File: src/rtl/mem_pkg.sv
// Shared widths and access-FSM state encoding for the memory unit.
package mem_pkg;

  localparam int unsigned ADDR_W    = 8;
  localparam int unsigned DATA_W    = 8;
  localparam int unsigned RAM_DEPTH = 256;

  typedef enum logic [1:0] {
    IDLE    = 2'd0,
    RD_WAIT = 2'd1,
    WR_WAIT = 2'd2
  } mem_state_t;

endpackage

File: src/rtl/ram256x8.sv
// 256x8 RAM with one write port. The read address is decoded here, and the
// read data is registered by the MBR in the parent, which gives a one-cycle
// synchronous read. Contents are never cleared by reset.
module ram256x8
  import mem_pkg::*;
(
  input  logic              clk,
  input  logic              we,
  input  logic [ADDR_W-1:0] waddr,
  input  logic [DATA_W-1:0] wdata,
  input  logic [ADDR_W-1:0] raddr,
  output logic [DATA_W-1:0] rdata
);

  logic [DATA_W-1:0] mem [RAM_DEPTH];

  // Single write port.
  always_ff @(posedge clk) begin
    if (we) mem[waddr] <= wdata;
  end

  assign rdata = mem[raddr];

endmodule

File: src/rtl/mem_unit.sv
// Memory unit: PC, MAR, MBR and IR registers around a 256x8 RAM that is shared
// by the program-preload port and the CPU. The preload port always wins the
// RAM write port.
// Define MEM_UNIT_WAIT_EN to add one wait state to every RAM read and write.
module mem_unit
  import mem_pkg::*;
(
  input  logic              MEM_clk,
  input  logic              MEM_rst,
  input  logic              MAR_we,
  input  logic              MAR_mux,
  input  logic              MBR_we,
  input  logic              MBR_mux,
  input  logic              RAM_we,
  input  logic              IR_we,
  input  logic              PC_inc,
  input  logic [DATA_W-1:0] st_data,
  input  logic              prog_we,
  input  logic [ADDR_W-1:0] prog_addr,
  input  logic [DATA_W-1:0] prog_data,
  output logic [ADDR_W-1:0] PC,
  output logic [ADDR_W-1:0] MAR,
  output logic [DATA_W-1:0] MBR,
  output logic [DATA_W-1:0] IR,
  output logic              mem_rdy,
  output logic              mem_ovr
);

  logic              st_load_c;
  logic              rd_req_c;
  logic              cpu_wr_c;
  logic              mbr_rd_load_c;
  logic              ovr_set_c;
  logic [ADDR_W-1:0] cpu_waddr_c;
  logic [DATA_W-1:0] cpu_wdata_c;
  logic [ADDR_W-1:0] ram_raddr_c;
  logic [DATA_W-1:0] ram_rdata_c;
  logic              ram_we_c;
  logic [ADDR_W-1:0] ram_waddr_c;
  logic [DATA_W-1:0] ram_wdata_c;

  assign st_load_c = MBR_we & MBR_mux;
  assign rd_req_c  = MBR_we & ~MBR_mux;

`ifdef MEM_UNIT_WAIT_EN
  mem_state_t        state;
  mem_state_t        state_nxt;
  logic [ADDR_W-1:0] pend_addr;
  logic [DATA_W-1:0] pend_data;

  // Access FSM state register.
  always_ff @(posedge MEM_clk or posedge MEM_rst) begin
    if (MEM_rst) state <= IDLE;
    else         state <= state_nxt;
  end

  // Next state and access strobes; strobes arriving while busy are lost.
  always_comb begin
    state_nxt     = state;
    cpu_wr_c      = 1'b0;
    mbr_rd_load_c = 1'b0;
    ovr_set_c     = 1'b0;
    case (state)
      IDLE: begin
        if (rd_req_c) begin
          state_nxt = RD_WAIT;
          ovr_set_c = RAM_we;
        end else if (RAM_we) begin
          if (prog_we) ovr_set_c = 1'b1;
          else         state_nxt = WR_WAIT;
        end
      end
      RD_WAIT: begin
        state_nxt     = IDLE;
        mbr_rd_load_c = 1'b1;
        ovr_set_c     = rd_req_c | RAM_we;
      end
      WR_WAIT: begin
        state_nxt = IDLE;
        cpu_wr_c  = ~prog_we;
        ovr_set_c = rd_req_c | RAM_we | prog_we;
      end
      default: state_nxt = IDLE;
    endcase
  end

  // Address and data are frozen at the request edge.
  always_ff @(posedge MEM_clk or posedge MEM_rst) begin
    if (MEM_rst) begin
      pend_addr <= '0;
      pend_data <= '0;
    end else if (state == IDLE) begin
      pend_addr <= MAR;
      pend_data <= MBR;
    end
  end

  assign cpu_waddr_c = pend_addr;
  assign cpu_wdata_c = pend_data;
  assign ram_raddr_c = pend_addr;
  assign mem_rdy     = (state == IDLE);
`else
  assign cpu_wr_c      = RAM_we & ~prog_we & ~rd_req_c;
  assign mbr_rd_load_c = rd_req_c;
  assign ovr_set_c     = RAM_we & (prog_we | rd_req_c);
  assign cpu_waddr_c   = MAR;
  assign cpu_wdata_c   = MBR;
  assign ram_raddr_c   = MAR;
  assign mem_rdy       = 1'b1;
`endif

  assign ram_we_c    = prog_we | cpu_wr_c;
  assign ram_waddr_c = prog_we ? prog_addr : cpu_waddr_c;
  assign ram_wdata_c = prog_we ? prog_data : cpu_wdata_c;

  ram256x8 u_ram (
    .clk   (MEM_clk),
    .we    (ram_we_c),
    .waddr (ram_waddr_c),
    .wdata (ram_wdata_c),
    .raddr (ram_raddr_c),
    .rdata (ram_rdata_c)
  );

  // Program counter, address and instruction registers.
  always_ff @(posedge MEM_clk or posedge MEM_rst) begin
    if (MEM_rst) begin
      PC  <= '0;
      MAR <= '0;
      IR  <= '0;
    end else begin
      if (PC_inc) PC <= PC + ADDR_W'(1);
      if (MAR_we) MAR <= MAR_mux ? {4'h0, IR[3:0]} : PC;
      if (IR_we)  IR  <= MBR;
    end
  end

  // MBR: a store operand load is never delayed and wins over RAM data.
  always_ff @(posedge MEM_clk or posedge MEM_rst) begin
    if (MEM_rst)            MBR <= '0;
    else if (st_load_c)     MBR <= st_data;
    else if (mbr_rd_load_c) MBR <= ram_rdata_c;
  end

  // Sticky lost-strobe flag.
  always_ff @(posedge MEM_clk or posedge MEM_rst) begin
    if (MEM_rst)        mem_ovr <= 1'b0;
    else if (ovr_set_c) mem_ovr <= 1'b1;
  end

endmodule

File: config.mk
export PLATFORM = sky130hd
export DESIGN_NAME = mem_unit
export DESIGN_NICKNAME = d
export VERILOG_FILES = /design/src/rtl/mem_pkg.sv /design/src/rtl/ram256x8.sv /design/src/rtl/mem_unit.sv
export SDC_FILE = /design/constraint.sdc
export NUM_CORES = 2
export LEC_CHECK = 0
export CAP_MARGIN = 20
export CORE_UTILIZATION = 51
export CTS_CLUSTER_SIZE = 25
export DETAILED_ROUTE_END_ITERATION = 12
export PLACE_DENSITY = 0.65
export SYNTH_ARGS = -nofsm -noshare
export SYNTH_HDL_FRONTEND = slang
export SYNTH_SLANG_ARGS = --single-unit
File: constraint.sdc
create_clock -name MEM_clk -period 3.78 [get_ports MEM_clk]
set_clock_uncertainty 0.2 [all_clocks]
set_input_delay 0.378 -clock MEM_clk [delete_from_list [all_inputs] [get_ports MEM_clk]]
set_output_delay 0.378 -clock MEM_clk [all_outputs]
set_load 0.01 [all_outputs]
After elaboration in Yosys (flattened, before gate mapping):

Memory sizes are Yosys's and may differ from the RTL's.
Cells that the tools add are included.

* memory bits (writable): 2048
* register bits: 33
* input bits: 34
* word-level logic and storage cells: 25
* memories: 1
* output and inout port bits: 34

* bitwise logic cells: 10
* reductions and logical operators: 1
* add/subtract/negate cells: 1
* mux-type cells: 7

Memory list
* u_ram.mem: words 256, width 8, rd ports 1, clocked after memory_dff 0, wr ports 1, RTL line ram256x8.sv:15 `logic [DATA_W-1:0] mem [RAM_DEPTH];`

Operators by type and width (number)
* $mux 8: 5
* $add 8x1->8 const B: 1
* $and 1x1->1: 5
* $not 1->1: 3
* $mux 1: 2
* $or 1x1->1: 2
* $reduce_bool 2->1: 1

Logic depth before layout (Yosys ltp):

* depth in word-level cells: 7
* mapped depth: 13
* gate-level depth less buffers: 7

Modules after synthesis:

Synthesis repeated with hierarchy kept, for this count alone.

* cells, all modules: 3868
* area total of the unflattened synthesis: 80985.2 sq um

Modules (own cells, without submodules)
* ram256x8: cells each 3725, times used 1, area each 79396.1 sq um
* mem_unit: cells each 143, times used 1, area each 1589.0 sq um

Worst setup path before layout:

Ideal clock, no wire load.

* kind: in2reg
* start point: input port prog_we
* end point: memory u_ram.mem[0][1] (data pin)
* library setup time: 0.557 ns
* required time: 3.023 ns
* data arrival time: 3.149 ns
* path buffers: 3
* setup slack: -0.125 ns
* stages: 4
* path through: clkbuf_1 -> buf_1 -> buf_1 -> mux2_2

* longest elaborated chain between the ends: 1

Ends and longest elaborated chain
* start, declared: RTL line mem_unit.sv:18 `input logic prog_we,`
* $mux 8: RTL line mem_unit.sv:114 `assign ram_wdata_c = prog_we ? prog_data : cpu_wdata_c;`
* named net ram_wdata_c[1]: RTL line mem_unit.sv:40 `logic [DATA_W-1:0] ram_wdata_c;`
* end, declared: RTL line ram256x8.sv:15

The timed path passes the listed nets, and every way through them passes these cells.

Final worst setup path:

* start point: register MAR[0]
* end point: register MBR[1]

* longest elaborated chain between the ends: 3

Ends and longest elaborated chain
* start, declared: RTL line mem_unit.sv:22 `output logic [ADDR_W-1:0] MAR,`
* start signal, assigned: RTL line mem_unit.sv:133 `if (MAR_we) MAR <= MAR_mux ? {4'h0, IR[3:0]} : PC;`
* $mem_v2 256x8
* $mux 8: RTL line mem_unit.sv:142 `else if (mbr_rd_load_c) MBR <= ram_rdata_c;`
* $mux 8: RTL line mem_unit.sv:141 `else if (st_load_c) MBR <= st_data;`
* end signal, assigned: RTL line mem_unit.sv:141
* end signal, assigned: RTL line mem_unit.sv:142
* end, declared: RTL line mem_unit.sv:23 `output logic [DATA_W-1:0] MBR,`

Every way passes these cells. The select of a mux whose other input is x is not followed.
A chain may end at the register's enable or synchronous reset.

==> reports/qor.yml <==
logic_synthesis:
  synth_seq_area_share_pct: 76.6
  synth-edff-count: 2048
  yosys_warnings: 0
  synthFlopType: "edfxtp_1"
  syn_nets: 4083
  synth_cell_types: 64
  syn_area_sq_um: 81400
  avgSynthCellArea_sq_um: 20.1
  syn_inst: 4048
  synthArstFlopShare_pct: 1.59
  synth-seq-cells: 2081
global_routing:
  grt_max_degree: 153
  overflow: 0
  grt_pass1_wl_um: 317000
  grt_pass1_vias: 43200
  antenna_found_initial: 3
  grt_usage_pct: 27.7
floorplanning:
  core_area_sq_um: 158000
  pin_count: 68
  start_util_pct: 51.4
  die_x_um: 401
  die_y_um: 401
  dieArea_sq_um: 161000
  fp-row-count: 146
critical_path:
  crit_arrival_ns: 4.29
  setup.worst_path.start_class: "register"
  cp_data_required_time_ns: 4.30
  worstPathMaxFanout: 19
  r2r-end: "MBR[1]$_DFFE_PP0P_"
  rr_startpoint: "MAR[0]$_DFFE_PP0P_"
  crit_start: "MAR[0]$_DFFE_PP0P_"
  end_kind: "register"
  crit_type: "reg -> reg"
  reg2reg_depth: 11
  crit_path_end: "MBR[1]$_DFFE_PP0P_"
  r2r_setup_slack_ns: 0.005
timing:
  layout_setup_ws_ns: 0.00472
  timing.hold.ws_ns: 0.101
  min_period_ns: 3.78
  worst_slew_pin_slew_ns: 1.37
  rsz0062_at_grt: "no"
  slew_headroom_pct: 8.66
  fmax_ghz: 0.265
  period_share_pct: 99.9
  finalHoldViolCount: 0
  slew_violations: 0
  finalSetupViolCount: 0
  setup_tns_ns: 0
clock_network:
  clk_latency_ns: 0.85
  clockBufferDepth: 3
  numCtsBuffers: 199
  clock-sinks: 2081
  cts_tree: "yes"
  root_buffer: "clkbuf_16"
  htree_levels: 4
  clk_pin_slew_worst_paths_ns: 0.06
place:
  place_hpwl_um: 144000
  dpl_cell_area_sq_um: 88500
  port_buffers: 66
  gp_congestion: 0.926
  dp_slack_ns: -0.735
detailed_routing:
  drt_first_pass_iters: 7
  ant_nets: 0
  wirelength_um: 222000
  vias: 43700
  avgViaCountPerCell: 6.34
  wire_per_inst_um: 32.3
  drt_iter0_markers: 5851
  drc: 0
status:
  status: "finished, final reports clean"
cells_and_area:
  syn_to_final_growth_pct: 16.8
  drive_gt1_share_pct: 28.1
  regArea_sq_um: 62300
  n_fill_cell: 11300
  fin_nets: 4676
  multi_input_area_sq_um: 17900
  finish.instance_area_sq_um: 95100
power:
  power_leakage_uw: 0.0313
  vdd_drop_max_mv: 0.458
  power_density_nw_per_um2: 643
flow_run:
  drv_cap: 0
min_path:
  hp-class: "in -> reg"
==> cell type report <==
class / count / share of cell area [%]
clock inverter: 129 / 1.26
antenna: 5 / 0.0132
clock buffer: 246 / 5.54
timing repair buffer: 638 / 5.96
tap: 2072 / 2.73
sequential: 2081 / 65.6
inverter: 11 / 0.0474
multi-input combinational: 1710 / 18.9
==> through the flow <==
| step | utilization (%) | cells | power, uW |
|---|---|---|---|
| 2_1_floorplan | - | 4048 | 35700 |
| 3_3_place_gp | 55.8 | 6506 | 41500 |
| 3_5_place_dp | 55.8 | 6506 | 41600 |
| 4_1_cts | 60.0 | 6887 | 61200 |
| 5_1_grt | 60.0 | 6887 | 62700 |
| 6_report | 60.0 | 6892 | 61100 |
==> what timing repair did <==
action / 4_1_cts / 5_1_grt
endpoints found under the hold margin: 34 / 0
setup endpoints to repair: 4 / 15
resized for setup: 10 / 7
hold buffers: 2 / 0
setup buffers: 4 / 0
==> routing by layer <==
layer | wire length, um | GRT usage (%) | vias up | share of wire, %
met2 | 105000 | 43.0 | 2420 | 47
met4 | 7760 | 9.93 | 0 | 3.5
met1 | 87100 | 38.8 | 22900 | 39
met3 | 22300 | 6.23 | 367 | 10
li1 | - | - | 18000 | -
met5 | 0 | 0 | - | 0
==> synth_stat cells (16+ instances only) <==
master / count / area share, %
nand2_1: 99 / 0.46
nand3_1: 33 / 0.20
o21ai_0: 42 / 0.26
a22oi_1: 50 / 0.46
nor3_1: 44 / 0.27
mux4_2: 412 / 11
o221ai_1: 77 / 0.83
buf_2: 51 / 0.31
buf_6: 18 / 0.25
edfxtp_1: 2048 / 76
o22ai_1: 81 / 0.62
clkbuf_1: 110 / 0.51
a21oi_1: 96 / 0.59
dfrtp_1: 33 / 1.0
a211oi_1: 21 / 0.19
a2111oi_0: 16 / 0.17
nor2_1: 308 / 1.4
buf_1: 20 / 0.092
buf_4: 47 / 0.43
mux2_2: 51 / 0.71
mux2i_1: 231 / 2.8
==> cell families after synthesis <==
family / after synthesis / share of synthesized area [%]
flops: 2081 / 76.6
mux: 694 / 14.9
simple gates: 560 / 2.96
compound gates: 447 / 3.78
buf+inv: 257 / 1.65
xor+xnor: 7 / 0.0753
fa+ha+maj: 1 / 0.0154
other cells: 1 / 0.00461
==> worst min path at each step <==
stage / start / slack, ns / cells past startpoint / to
2_1_floorplan: PC_inc / 0.27 / 1 / PC[0]$_DFFE_PP0P_
3_3_place_gp: mem_ovr$_DFFE_PP0P_ / 0.25 / 1 / mem_ovr$_DFFE_PP0P_
3_5_place_dp: mem_ovr$_DFFE_PP0P_ / 0.26 / 1 / mem_ovr$_DFFE_PP0P_
4_1_cts: PC_inc / 0.04 / 3 / PC[2]$_DFFE_PP0P_
5_1_grt: st_data[7] / 0.12 / 4 / MBR[7]$_DFFE_PP0P_
6_report: PC_inc / 0.10 / 3 / PC[2]$_DFFE_PP0P_
==> cell usage in the layout, fill, tap and decap left out, types with 9 or more instances in the layout <==
cell type and count:
mux2_2 43, and2_1 9, buf_12 55, a21oi_1 96, nand3_1 32, clkbuf_16 203, o221ai_1 77, clkinv_1 49
bufinv_16 18, a2111oi_0 11, nor2_1 304, and3_1 10, a221oi_1 10, o31ai_1 9, nor3_1 43, o21ai_0 42
buf_4 512, a22oi_1 50, mux4_2 412, clkbuf_1 40, nand2b_1 11, a211oi_1 21, dfrtp_1 28, edfxtp_1 2048
nand2_1 98, clkinv_2 47, clkdlybuf4s50_1 65, mux2i_1 231, o22ai_1 80, nor2b_1 10
==> critical path: stages, from the launching register on <==
cell	delay (ns)
dfrtp_4	0.61
buf_12	0.18
buf_4	0.16
buf_12	0.20
mux4_2	0.55
mux4_2	0.48
nor2_1	0.10
a211oi_1	0.10
nor3_1	0.63
buf_4	0.23
o21a_1	0.12
o31ai_1	0.06
==> state kept, by name, summed over array words and instances, names as in the netlist <==
name,flops
IR,8
MAR,8
MBR,8
PC,8
mem_ovr,1
u_ram.mem,2048
==> power by group <==
part           internal [uW]  total, uW  switching (uW)
Sequential             26800      27300             453
Combinational           5550      14100            8520
Clock                  11200      19800            8590
Total                  43500      61100           17600
Power figures use the tool's default switching activity.
